===== src/rtl/free_list_if.sv =====
// Rename / ROB-retire / branch-recovery port bundle of the physical register free list.
// master = rename, ROB and branch unit side; slave = the free list itself.
interface free_list_if #(
  parameter int PREG_W = 7,
  parameter int TAG_W  = 5,
  parameter int CNT_W  = 7
);
  logic              alloc_req;
  logic [PREG_W-1:0] pd_new;
  logic              alloc_valid;
  logic              retire_valid;
  logic [PREG_W-1:0] preg_old;
  logic              ckpt_en;
  logic [TAG_W-1:0]  ckpt_tag;
  logic              mispredict;
  logic [TAG_W-1:0]  mispredict_tag;
  logic [CNT_W-1:0]  free_count;
  logic              full;
  logic              empty;

  modport master (
    output alloc_req, retire_valid, preg_old, ckpt_en, ckpt_tag, mispredict, mispredict_tag,
    input  pd_new, alloc_valid, free_count, full, empty
  );

  modport slave (
    input  alloc_req, retire_valid, preg_old, ckpt_en, ckpt_tag, mispredict, mispredict_tag,
    output pd_new, alloc_valid, free_count, full, empty
  );
endinterface


===== src/rtl/free_list.sv =====
// Circular free list of physical register numbers with per-branch head snapshots.
// Rename pops from the head, retire pushes to the tail, mispredict rewinds the head.
module free_list #(
  parameter int NUM_PREGS = 128,
  parameter int NUM_AREGS = 32,
  parameter int ROB_DEPTH = 16
) (
  input logic        clk,
  input logic        reset,
  free_list_if.slave fl
);
  localparam int DEPTH  = NUM_PREGS - NUM_AREGS;
  localparam int PREG_W = $clog2(NUM_PREGS);
  localparam int PTR_W  = $clog2(DEPTH);
  localparam int CNT_W  = $clog2(DEPTH + 1);
  localparam int IDX_W  = $clog2(ROB_DEPTH);

  typedef logic [PTR_W-1:0] ptr_t;

  logic [PREG_W-1:0] list_q [DEPTH];
  logic [PREG_W-1:0] list_d [DEPTH];
  ptr_t              ckpt_q [ROB_DEPTH];
  ptr_t              ckpt_d [ROB_DEPTH];
  ptr_t              head_q, head_d;
  ptr_t              tail_q, tail_d;
  logic [CNT_W-1:0]  count_q, count_d;

  logic              full, empty;
  logic              do_pop, do_push;
  logic [IDX_W-1:0]  ck_idx, mp_idx;
  ptr_t              ckpt_head, rollback;

  function automatic ptr_t ptr_inc(input ptr_t p);
    return (p == ptr_t'(DEPTH - 1)) ? '0 : p + ptr_t'(1);
  endfunction

  assign full  = (count_q == CNT_W'(DEPTH));
  assign empty = (count_q == '0);

  // NOTE: every always_comb output is given a default first so no path leaves it unassigned (no latches).
  always_comb begin
    list_d  = list_q;
    ckpt_d  = ckpt_q;
    head_d  = head_q;
    tail_d  = tail_q;
    count_d = count_q;

    ck_idx    = fl.ckpt_tag[IDX_W-1:0];
    mp_idx    = fl.mispredict_tag[IDX_W-1:0];
    ckpt_head = ckpt_q[mp_idx];
    // Distance the head travelled since the snapshot, modulo the ring size.
    rollback  = (head_q >= ckpt_head) ? head_q - ckpt_head
                                      : head_q + ptr_t'(DEPTH) - ckpt_head;

    do_pop  = fl.alloc_req && !empty && !fl.mispredict;
    do_push = fl.retire_valid && (fl.preg_old != '0) && !full;

    if (do_push) begin
      list_d[tail_q] = fl.preg_old;
      tail_d         = ptr_inc(tail_q);
    end

    if (fl.mispredict) begin
      head_d  = ckpt_head;
      count_d = count_q + CNT_W'(rollback) + CNT_W'(do_push);
    end else begin
      if (do_pop) head_d = ptr_inc(head_q);
      count_d = count_q + CNT_W'(do_push) - CNT_W'(do_pop);
      // Snapshot the post-pop head so the branch keeps its own destination preg.
      if (fl.ckpt_en) ckpt_d[ck_idx] = head_d;
    end
  end

  // NOTE: the list storage is reset on purpose: reset must rebuild the initial free set p32..p127.
  // NOTE: sequential state uses non-blocking assignments only.
  always_ff @(posedge clk or negedge reset) begin
    if (!reset) begin
      for (int i = 0; i < DEPTH; i++)     list_q[i] <= PREG_W'(NUM_AREGS + i);
      for (int j = 0; j < ROB_DEPTH; j++) ckpt_q[j] <= '0;
      head_q  <= '0;
      tail_q  <= '0;
      count_q <= CNT_W'(DEPTH);
    end else begin
      list_q  <= list_d;
      ckpt_q  <= ckpt_d;
      head_q  <= head_d;
      tail_q  <= tail_d;
      count_q <= count_d;
    end
  end

  assign fl.pd_new      = list_q[head_q];
  assign fl.alloc_valid = !empty;
  assign fl.free_count  = count_q;
  assign fl.full        = full;
  assign fl.empty       = empty;
endmodule


===== src/flat_wrapper.sv =====
// flat-port wrapper written by rule: the top's interface ports become plain ports
module free_list_flat 
#(
  parameter int NUM_PREGS = 128,
  parameter int NUM_AREGS = 32,
  parameter int ROB_DEPTH = 16
)
  (clk, reset, fl_alloc_req, fl_retire_valid, fl_preg_old, fl_ckpt_en, fl_ckpt_tag, fl_mispredict, fl_mispredict_tag, fl_pd_new, fl_alloc_valid, fl_free_count, fl_full, fl_empty);
  free_list_if fl_i ();
  input logic clk;
  input logic reset;
  input wire logic [$bits(fl_i.alloc_req)-1:0] fl_alloc_req;
  input wire logic [$bits(fl_i.retire_valid)-1:0] fl_retire_valid;
  input wire logic [$bits(fl_i.preg_old)-1:0] fl_preg_old;
  input wire logic [$bits(fl_i.ckpt_en)-1:0] fl_ckpt_en;
  input wire logic [$bits(fl_i.ckpt_tag)-1:0] fl_ckpt_tag;
  input wire logic [$bits(fl_i.mispredict)-1:0] fl_mispredict;
  input wire logic [$bits(fl_i.mispredict_tag)-1:0] fl_mispredict_tag;
  output wire logic [$bits(fl_i.pd_new)-1:0] fl_pd_new;
  output wire logic [$bits(fl_i.alloc_valid)-1:0] fl_alloc_valid;
  output wire logic [$bits(fl_i.free_count)-1:0] fl_free_count;
  output wire logic [$bits(fl_i.full)-1:0] fl_full;
  output wire logic [$bits(fl_i.empty)-1:0] fl_empty;
  assign fl_i.alloc_req = fl_alloc_req;
  assign fl_i.retire_valid = fl_retire_valid;
  assign fl_i.preg_old = fl_preg_old;
  assign fl_i.ckpt_en = fl_ckpt_en;
  assign fl_i.ckpt_tag = fl_ckpt_tag;
  assign fl_i.mispredict = fl_mispredict;
  assign fl_i.mispredict_tag = fl_mispredict_tag;
  assign fl_pd_new = fl_i.pd_new;
  assign fl_alloc_valid = fl_i.alloc_valid;
  assign fl_free_count = fl_i.free_count;
  assign fl_full = fl_i.full;
  assign fl_empty = fl_i.empty;
  free_list #(.NUM_PREGS(NUM_PREGS), .NUM_AREGS(NUM_AREGS), .ROB_DEPTH(ROB_DEPTH)) u_core (.clk(clk), .reset(reset), .fl(fl_i));
endmodule

===== config.mk =====
export PLATFORM = sky130hd
export DESIGN_NAME = free_list_flat
export DESIGN_NICKNAME = d
export VERILOG_FILES = /design/src/rtl/free_list_if.sv /design/src/rtl/free_list.sv /design/src/flat_wrapper.sv
export SDC_FILE = /design/constraint.sdc
export NUM_CORES = 1
export LEC_CHECK = 0
export ABC_AREA = 1
export ABC_CLOCK_PERIOD_IN_PS = 4300
export BUFFER_PORTS_ARGS = -buffer_cell sky130_fd_sc_hd__clkbuf_2
export CORE_ASPECT_RATIO = 1.4
export CORE_UTILIZATION = 35
export CTS_CLUSTER_SIZE = 40
export DETAILED_ROUTE_END_ITERATION = 16
export PLACE_DENSITY_LB_ADDON = 0.05
export SLEW_MARGIN = 15
export SYNTH_ARGS = -nofsm -noshare
export SYNTH_HDL_FRONTEND = slang
export SYNTH_SLANG_ARGS = --single-unit

===== constraint.sdc =====
create_clock -name clk -period 4.3 [get_ports clk]
set_input_delay 0 -clock clk [delete_from_list [all_inputs] [get_ports clk]]
set_output_delay 0 -clock clk [all_outputs]
set_load 0.1 [all_outputs]

==> run metrics <==
status finished clean; area of the core ~120000 µm²; Clock Latency Late Sink roughly 0.68 ns; FF-to-FF End u_core.fl.free_count[6]$_DFF_PN1_; Nets about 5400; WP buf/inv 3; Mapped Area 41000 µm²; reg2reg start u_core.ckpt_q[37]$_DFFE_PN0P_; Worst Skew 0.0194 ns; RSZ-0062 raised after global routing false; WP data arrival between 4 and 5 ns; DR vias 34200; first-pass GRT wire length ~210 mm; ys async rst share between 90% and 100%; GRT overflow 0; top cells by area, synth dfrtp_1 (27%), dfstp_2 (24%), nand2_1 (16%), o21ai_0 (11%), inv_1 (5.2%); CTS Buf Count a little under 90; WS Path Type register to output pin; ANT nets after route 0; met3 WL 4.31 mm; Syn Nets 5462; sequential area share after synthesis about half; dpl cell area between 40000 and 50000 µm²; R2R depth 22; Root Buffer Master clkbuf_16; DIE WIDTH 291 µm; Post-Syn Instances roughly 5400; Routed met2 length around 69 mm; cell with the most instances after synthesis nand2_1; met1 wire length 62.5 mm; Distinct cells, synth 39; Slew HR 28.3%; EDFF count, synth 0; CP cell instances inv_8, buf_12, nand2_1, nand3_1, nand3_1, nand3_1, nand2_1, nand2_1, nand2_1, o21ai_0, nand2_1, clkbuf_2; Power Density slightly below 600 nW/µm²; DR top layer met4; final period utilization 95.4%; FF-to-FF setup slack 0.48 ns; Max Fclk roughly 240 MHz; vias per cell 4.98; Layout fillers around 12000; CP dominant cell by count nand2_1; min-delay src fl_preg_old[4]; area delta synth->final 11.3%; Synth Flop Type dfrtp_1; Final Hold Vio Count 0; sequential share of power between 40% and 50%; # diodes 0; number of detailed-route iterations in the first pass 7; worst stage delay on the critical path around 0.66 ns; setup TNS 0 ns; Leak about 0.022 µW; CTS tree built; Syn Area/Cell approximately 7.6 µm²; Die Height ~410 µm; clock sink total approximately 810; Synth top area share a little over a quarter; vias in the first global route about 34000; synth cell count leaders nand2_1 (1750), o21ai_0 (864), inv_1 (570); FF+latch count, synth ~810; Die Area between 100000 and 150000 µm²; internal power between 15000 and 20000 µW; yosys warns 0; HP Class input pin to register; Slew Viols, Final 0; quantity of gates resized following cts 0; Avg WL per Cell 20.3 µm; final instance area roughly 46000 µm²; Switch Pwr a little under 10000 µW; critical path fanouts, max around 130; largest area contributor in the netlist dfrtp_1; GR Util All Layers approximately a quarter; Sw Share 36.6%; min Tclk post-route approximately 4.1 ns; worst slew pin tran approximately 1.1 ns; final setup violation count 0; initial antenna violation count 0; Worst Path Required between 4 and 5 ns; combinational power share roughly 30%; Largest delay share family, worst path simple AND/OR/NAND/NOR gates; largest net degree at the start of global routing roughly 130; # DRC 0; FP Rows 148; slowest stage cell, crit path dfrtp_4; Worst setup SP type register; share of total power in the clock network between 20 and 30%; CP endpoint kind output pin; max cap viols 0; layout cells sized above 1 13.4%; Ports 40; PortBufs 37; peak supply drop roughly 490 µV; Routability Congestion between 0.8 and 0.9; Post-Route WL about 140 mm; CTS clk-pin slew, worst paths about 0.060 ns; Max clock buf depth 3; Hold Path Sink u_core.list_q[109]$_DFFE_PN1P_; Starting Density 35.3%; Hold Path Stages 4; HPWL after detailed placement around 87 mm; DRT iter0 DRCs around 2500; H-tree levels 3
flip-flops by register name, summed over array words and instances, names as in the netlist:
name,count
u_core.list_q,672
u_core.head_q,7
u_core.tail_q,7
u_core.fl.free_count,7
u_core.ckpt_q,112
cells by family (layout without fill, tap and decap cells):
family                   Yosys count  after routing  share of synthesized area, %
AO/OA/AOI/OAI                   1220           1220                          15.5
AND/OR/NAND/NOR                 2353           2353                          23.2
flip-flops                       805            805                          50.2
buffers and inverters            958            923                          9.26
adder cells (fa/ha/maj)           42             42                          1.45
XOR/XNOR                          17             17                         0.381
multiplexers                       2              2                        0.0488
routing by layer:
layer / up-vias / track usage, %
li1: 16900 / -
met2: 552 / 40.8
met5: - / 0
met4: 0 / 6.22
met3: 138 / 2.36
met1: 16500 / 31.2
metrics by stage:
stage          util, %  hold slack [ns]  cells  power [µW]  worst slack, ns
2_1_floorplan        -           -0.296   5397       16700           0.0783
3_5_place_dp      36.7           0.0777   6679       19500            0.311
5_1_grt           39.3           0.0586   6862       28700           0.0640
4_1_cts           39.3           0.0134   6862       27200            0.173
3_3_place_gp      36.7           0.0840   6679       19400            0.282
6_report          39.3           0.0544   6862       26900            0.196
worst register-to-register path, stage by stage, from the launching register on:
cell	delay (ns)
dfrtp_1	0.34
o21ai_0	0.08
o221ai_1	0.25
nand3_1	0.21
nand2_1	0.16
inv_1	0.09
ha_1	0.41
nand2_1	0.08
o21bai_1	0.28
nand2_1	0.10
nand3_1	0.10
inv_1	0.07
or2_2	0.26
o21ai_0	0.12
inv_1	0.10
fa_1	0.43
inv_1	0.10
nand4_1	0.13
nand4_1	0.10
nand2_1	0.07
nand3b_1	0.16
nand3_1	0.08
nand2_1	0.05
final cells by class:
class                   instances  area, µm²  area share [%]
flip-flops and latches        805      20600            45.2
well taps                    1500       1880            4.11
clock buffers                 149       2620            5.74
clock inverters                15        148           0.323
repair buffers                178       1540            3.38
inverters                     581       2190            4.81
multi-input cells            3634      16600            36.5
how the worst max path moves through the flow:
stage / from / end / slack, ns / cells past startpoint
after global placement: fl_mispredict_tag[1] / u_core.fl.free_count[6]$_DFF_PN1_ / 0.28 / 25
after floorplan: u_core.fl.free_count[5]$_DFF_PN1_ / u_core.fl.free_count[6]$_DFF_PN1_ / 0.08 / 19
after detailed placement: fl_mispredict_tag[1] / u_core.fl.free_count[6]$_DFF_PN1_ / 0.31 / 24
after global routing: u_core.head_q[0]$_DFF_PN0_ / fl_pd_new[1] / 0.06 / 12
final: u_core.head_q[0]$_DFF_PN0_ / fl_pd_new[1] / 0.20 / 12
after CTS: u_core.head_q[0]$_DFF_PN0_ / fl_pd_new[5] / 0.17 / 12
layout by cell type (no fill, tap or decap), types with 4 or more instances in the layout:
master         instances
nand2_1             1750
o21ai_0              864
inv_1                568
dfrtp_1              428
dfstp_2              370
nand3_1              362
nor2_1               170
a21oi_1              152
buf_4                111
o21ai_1              100
clkbuf_16             89
o211ai_1              70
clkbuf_1              43
ha_1                  33
clkbuf_2              29
nor2_2                28
dlygate4sd3_1         19
buf_12                18
o22ai_1               17
clkbuf_8              17
nand4_1               14
xor2_1                13
inv_2                 10
fa_1                   9
nor3_1                 8
o221ai_1               8
nand2_2                6
clkinv_2               6
nor2_4                 5
dfrtp_2                5
clkinvlp_4             4
inv_6                  4
power groups by stage:
| stage | combinational [µW] | clock [µW] | sequential, µW |
|---|---|---|---|
| after floorplan | 5430 | 0 | 11300 |
| after global placement | 8170 | 0 | 11300 |
| after detailed placement | 8220 | 0 | 11300 |
| after CTS | 8280 | 7760 | 11200 |
| after global routing | 9240 | 8030 | 11400 |
| final | 8150 | 7520 | 11200 |
repair_timing:
item	CTS	global route
hold buffers	19	0
endpoints found under the setup margin	0	0
buffers inserted	0	0
hold endpoints to repair	412	0
Power figures use the tool's default switching activity.
